<file path="src/rtl/free_vec_allocn.sv">
// free_vec_allocn
//   Registered free-entry bitmask that offers up to N free entries per cycle,
//   lowest index first.  Accepted grants are retired from the mask on the
//   next clock edge, and returned entries (dealloc_vec) are OR'ed back in.
//
// Ports
//   CLK                 rising-edge clock
//   RST                 asynchronous active-high reset (loads INIT_FREE)
//   alloc_valid_by_n    lane n has a free entry to offer
//   alloc_one_hot_by_n  one-hot of the lane n entry (zero if lane invalid)
//   alloc_index_by_n    binary index of the lane n entry (zero if lane invalid)
//   alloc_ready_by_n    consumer accepts lane n (in-order: lane n needs lane n-1)
//   dealloc_vec         entries returned to the pool this cycle
//   free_count          registered popcount of the free mask
//   empty / full        free mask all zeros / all ones
//   dealloc_conflict    combinational: a returned entry is already free
module free_vec_allocn #(
  parameter int unsigned          WIDTH     = 8,
  parameter int unsigned          N         = 3,
  parameter logic [WIDTH-1:0]     INIT_FREE = '1
) (
  input  logic                                                   CLK,
  input  logic                                                   RST,
  output logic [N-1:0]                                           alloc_valid_by_n,
  output logic [N-1:0][WIDTH-1:0]                                alloc_one_hot_by_n,
  output logic [N-1:0][((WIDTH > 1) ? $clog2(WIDTH) : 1)-1:0]    alloc_index_by_n,
  input  logic [N-1:0]                                           alloc_ready_by_n,
  input  logic [WIDTH-1:0]                                       dealloc_vec,
  output logic [$clog2(WIDTH+1)-1:0]                             free_count,
  output logic                                                   empty,
  output logic                                                   full,
  output logic                                                   dealloc_conflict
);

  localparam int unsigned IW = (WIDTH > 1) ? $clog2(WIDTH) : 1;
  localparam int unsigned CW = $clog2(WIDTH+1);

  function automatic logic [CW-1:0] popcnt(input logic [WIDTH-1:0] v);
    logic [CW-1:0] c;
    c = '0;
    for (int unsigned i = 0; i < WIDTH; i++) begin
      c = c + CW'(v[i]);
    end
    return c;
  endfunction

  localparam logic [CW-1:0] INIT_COUNT = popcnt(INIT_FREE);

  logic [WIDTH-1:0]        free_mask_q, free_mask_d;
  logic [CW-1:0]           free_count_q, free_count_d;

  logic [N-1:0]            lane_valid;
  logic [N-1:0][WIDTH-1:0] lane_oh;
  logic [N-1:0][IW-1:0]    lane_idx;
  logic [WIDTH-1:0]        remaining;
  logic [WIDTH-1:0]        taken_mask;
  logic                    chain;

  // Each lane picks the lowest bit still set after removing the entries
  // claimed by lower lanes, so lanes can never offer the same entry.
  always_comb begin
    remaining  = free_mask_q;
    lane_valid = '0;
    lane_oh    = '0;
    lane_idx   = '0;
    for (int unsigned n = 0; n < N; n++) begin
      for (int unsigned i = 0; i < WIDTH; i++) begin
        if (!lane_valid[n] && remaining[i]) begin
          lane_valid[n] = 1'b1;
          lane_oh[n][i] = 1'b1;
          lane_idx[n]   = IW'(i);
        end
      end
      remaining = remaining & ~lane_oh[n];
    end
  end

  // In-order acceptance: once a lane is not taken, no higher lane is.
  always_comb begin
    chain      = 1'b1;
    taken_mask = '0;
    for (int unsigned n = 0; n < N; n++) begin
      chain = chain & lane_valid[n] & alloc_ready_by_n[n];
      if (chain) begin
        taken_mask = taken_mask | lane_oh[n];
      end
    end
    free_mask_d  = (free_mask_q & ~taken_mask) | dealloc_vec;
    free_count_d = popcnt(free_mask_d);
  end

  always_ff @(posedge CLK or posedge RST) begin
    if (RST) begin
      free_mask_q  <= INIT_FREE;
      free_count_q <= INIT_COUNT;
    end else begin
      free_mask_q  <= free_mask_d;
      free_count_q <= free_count_d;
    end
  end

  always_comb begin
    alloc_valid_by_n   = lane_valid;
    alloc_one_hot_by_n = lane_oh;
    alloc_index_by_n   = lane_idx;
    free_count         = free_count_q;
    empty              = (free_mask_q == '0);
    full               = (free_mask_q == '1);
    dealloc_conflict   = |(dealloc_vec & free_mask_q);
  end

endmodule

</file>
<file path="config.mk">
export PLATFORM = sky130hd
export DESIGN_NAME = free_vec_allocn
export DESIGN_NICKNAME = d
export VERILOG_FILES = /design/src/rtl/free_vec_allocn.sv
export SDC_FILE = /design/constraint.sdc
export NUM_CORES = 1
export LEC_CHECK = 0
export ABC_AREA = 1
export CAP_MARGIN = 20
export CORE_MARGIN = 8
export CORE_UTILIZATION = 39
export CTS_CLUSTER_SIZE = 16
export DETAILED_ROUTE_END_ITERATION = 10
export PLACE_DENSITY = 0.77
export SETUP_SLACK_MARGIN = 0.05
export SLEW_MARGIN = 25
export SYNTH_ARGS = -nofsm -noshare
export SYNTH_HDL_FRONTEND = slang
export SYNTH_SLANG_ARGS = --single-unit
export TNS_END_PERCENT = 1
</file>
<file path="constraint.sdc">
create_clock -name CLK -period 3.6 [get_ports CLK]
set_input_delay 0.36 -clock CLK [delete_from_list [all_inputs] [get_ports CLK]]
set_output_delay 0.36 -clock CLK [all_outputs]
set_load 0.02 [all_outputs]
</file>
==> implementation parameters <==
Parameter                              Value

Synthesis
  Post-Syn Instances    195
  Top area cells in the synthesized netlist    dfstp_2 (18%), inv_1 (11%), nand2_1 (8.4%), fa_1 (6.0%), nor2_1 (5.9%)
  Post-synthesis sequential area ratio    23.3%
  Number of synthesis warnings    0
  Synth unique cells    35
  Top cell type by total area after synthesis    dfstp_2
  Flops & latches, synth    12
  Post-synth top area share    17.7%
  Synthesized cell area    1340 sq um
  Post-Syn Area per Cell    6.85 sq um

Clocking
  Clk sinks    12
  Clock transition at the registers of the reported paths    0.08 ns
  Number of buffers inserted during clock tree synthesis    3
  Clock tree from TritonCTS    done
  Clk Latency, worst-skew pair    0.28 ns
  Master cell of the clock root buffer    clkbuf_4
  CTS Buffer Depth    2
  H-tree level count    1

Pwr
  Switching power of the nets    0.215 mW
  Leakage    1.21 nW
  Fraction of power spent switching nets    36.6%
  Share of power burned in registers    28.6%
  Combinational power share    52.6%
  Internal power summed over all cells    0.371 mW
  Total power per unit cell area    237 nW/um^2
  Pwr Total    0.586 mW
  Peak VDD IR    0.309 mV
  Fraction of power consumed by the clock network    18.8%

Route
  DR pass1 iterations    4
  Antenna-violating nets left    0
  Average vias per placed instance    4.68
  Count of routing violations after the opening detailed-route iteration    62
  Average routed wire per standard cell    13.4 um
  DR vias    1655
  Final wirelength    4750 um
  DRC errors left    0

Global route
  First-pass GRT wire length    7710 um
  Number of antenna violations at the first check in global routing    0
  Vias in the first global route    1750
  Maximum number of pins on one net before global-route repair    13
  Overall overflow remaining after global route    0
  Gr usage total    17.6%

Timing
  Fin Setup TNS    -0.583 ns
  Setup repair after global routing missed its margin    yes
  Final cycle utilization of the critical path    108%
  Max-slew violation count    0
  Worst clock skew    0.00251 ns
  Final Hold Viols    0
  Final setup fails    2
  Worst setup margin    -0.296 ns
  Upper clock frequency limit    257 MHz
  Time the final worst path needs with I/O delays and setup    3.90 ns
  Final hold slack    0.383 ns

Outcome
  Violated checks    setup timing
  Status    complete, but fails checks

Layout
  Final nets    329
  Final design area excluding fillers    2470 sq um
  Antenna Diode Count    0
  Share of layout cells above drive strength 1    39.9%
  Most frequent standard cell in the layout excluding fill and tap cells    buf_4
  Area overhead of the layout relative to synthesis    85.2%
  Leading cell types in the layout, fill and taps excluded    buf_4 (59), clkdlybuf4s50_1 (52), inv_1 (38), nand2_1 (28), nor2_1 (16)

Setup path
  Ordered cell list for the critical path    inv_2 -> nor2_2 -> nor2_4 -> nand2_1 -> nand2_1 -> nand2_1 -> nor2_4 -> nand3_4 -> nand4_1 -> nand2_1 -> nand2_2 -> fa_1 -> inv_1 -> fa_1 -> fa_1 -> inv_2 -> ha_4 -> inv_1 -> fa_1 -> xnor2_1
  Count of buffering cells on the critical path with inverters included    4
  CP Class    register to register
  Delay of the slowest critical-path stage    0.60 ns
  Critical path's slowest cell    dfstp_2
  Data arrival time at the worst-slack endpoint    4.06 ns
  Kind of cell with the highest combined delay on the critical path    adder cells
  Required time at the worst-slack endpoint    3.77 ns
  Critical Path End Type    register
  Max Fanout on Critical Path    4
  Category of the worst setup path launch point    register

Floorplan
  Height of the die    74.5 um
  Core area    3310 sq um
  Number of primary I/O pins    56
  Site row count    21
  Floorplan die area    5550 sq um
  Effective utilization at floorplan    40.3%
  Die width    74.5 um

Job
  Max-cap violations    0

Placed design
  Placement Cell Area    2360 sq um
  Final RePlAce weighted congestion    0.895
  Detailed placer's ending HPWL    4100 um
  Setup Slack @ Placement    -0.431 ns
  Number of port buffers    52

Hold path
  Path class of the lowest-slack min-delay path    primary input to asynchronous set/reset pin
==> state kept, by name, summed over array words and instances, names as in the netlist <==
name	flops
free_count	4
free_mask_q	8
==> what timing repair did <==
item                       CTS  global route
pin swaps                    2             2
setup endpoints to repair    3             4
resized for setup           10             5
hold buffers                 0             0
setup buffers                1             0
gates cloned                 0             0
==> metrics by stage <==
stage | cells | utilization [%]
3_5_place_dp | 349 | 71.4
3_3_place_gp | 349 | 71.4
5_1_grt | 354 | 74.7
2_1_floorplan | 197 | -
4_1_cts | 354 | 74.1
6_report | 354 | 74.7
==> final cells by class <==
cell class / count / area (sq um)
timing repair buffer: 111 / 963
multi-input combinational: 131 / 911
fill: 246 / 838
sequential: 12 / 312
inverter: 50 / 193
tap: 46 / 57.6
clock buffer: 4 / 36.3
==> power groups by stage <==
stage / Clock, mW / Combinational [mW] / Sequential [mW]
global placement: 0 / 0.295 / 0.169
floorplan: 0 / 0.125 / 0.189
CTS: 0.112 / 0.305 / 0.168
global route: 0.114 / 0.331 / 0.170
detailed placement: 0 / 0.300 / 0.169
finish: 0.110 / 0.308 / 0.168
==> cell usage after synthesis (all sizes together) <==
| cell | number |
|---|---|
| inv | 50 |
| nand2 | 40 |
| nor2 | 32 |
| o21ai | 13 |
| dfstp | 9 |
| nand3 | 8 |
| nand4 | 7 |
| a21oi | 6 |
| buf | 4 |
| fa | 4 |
| dfrtp | 3 |
| ha | 3 |
| nor3 | 3 |
| o22ai | 3 |
| a221oi | 2 |
| a31oi | 1 |
| conb | 1 |
| nand3b | 1 |
| nor3b | 1 |
| nor4 | 1 |
| o2111ai | 1 |
| o211ai | 1 |
| xnor2 | 1 |
==> cell families after synthesis <==
kind of cell	synth area share (%)
AOI/OAI and AO/OA	12.1
buffers and inverters	16.5
DFF	23.3
and+or+nand+nor	38.3
other	0.281
adders and majority gates	8.81
xor gates and xnor gates	0.656
==> worst paths after layout <==
path                                     startpoint  cells past startpoint  slack (ns)                  endpoint
min reg2reg                free_mask_q[1]$_DFF_PP1_                      3        0.82  free_mask_q[1]$_DFF_PP1_
max                        free_mask_q[2]$_DFF_PP1_                     20       -0.30   free_count[2]$_DFF_PP0_
max reg2reg                free_mask_q[2]$_DFF_PP1_                     20       -0.30   free_count[2]$_DFF_PP0_
max in group asynchronous                       RST                      2        2.88  free_mask_q[3]$_DFF_PP1_
min                                             RST                      2        0.38   free_count[1]$_DFF_PP0_
min in group CLK                     dealloc_vec[7]                      3        0.65  free_mask_q[7]$_DFF_PP1_
==> per-layer routing <==
layer	GRT usage [%]	vias up	part of all wire, %
met5	0	-	0
met4	4.13	0	0.57
met3	2.56	4	8.6
met2	32.2	57	52
met1	20.6	764	39
li1	-	830	-
Power figures use the tool's default switching activity.
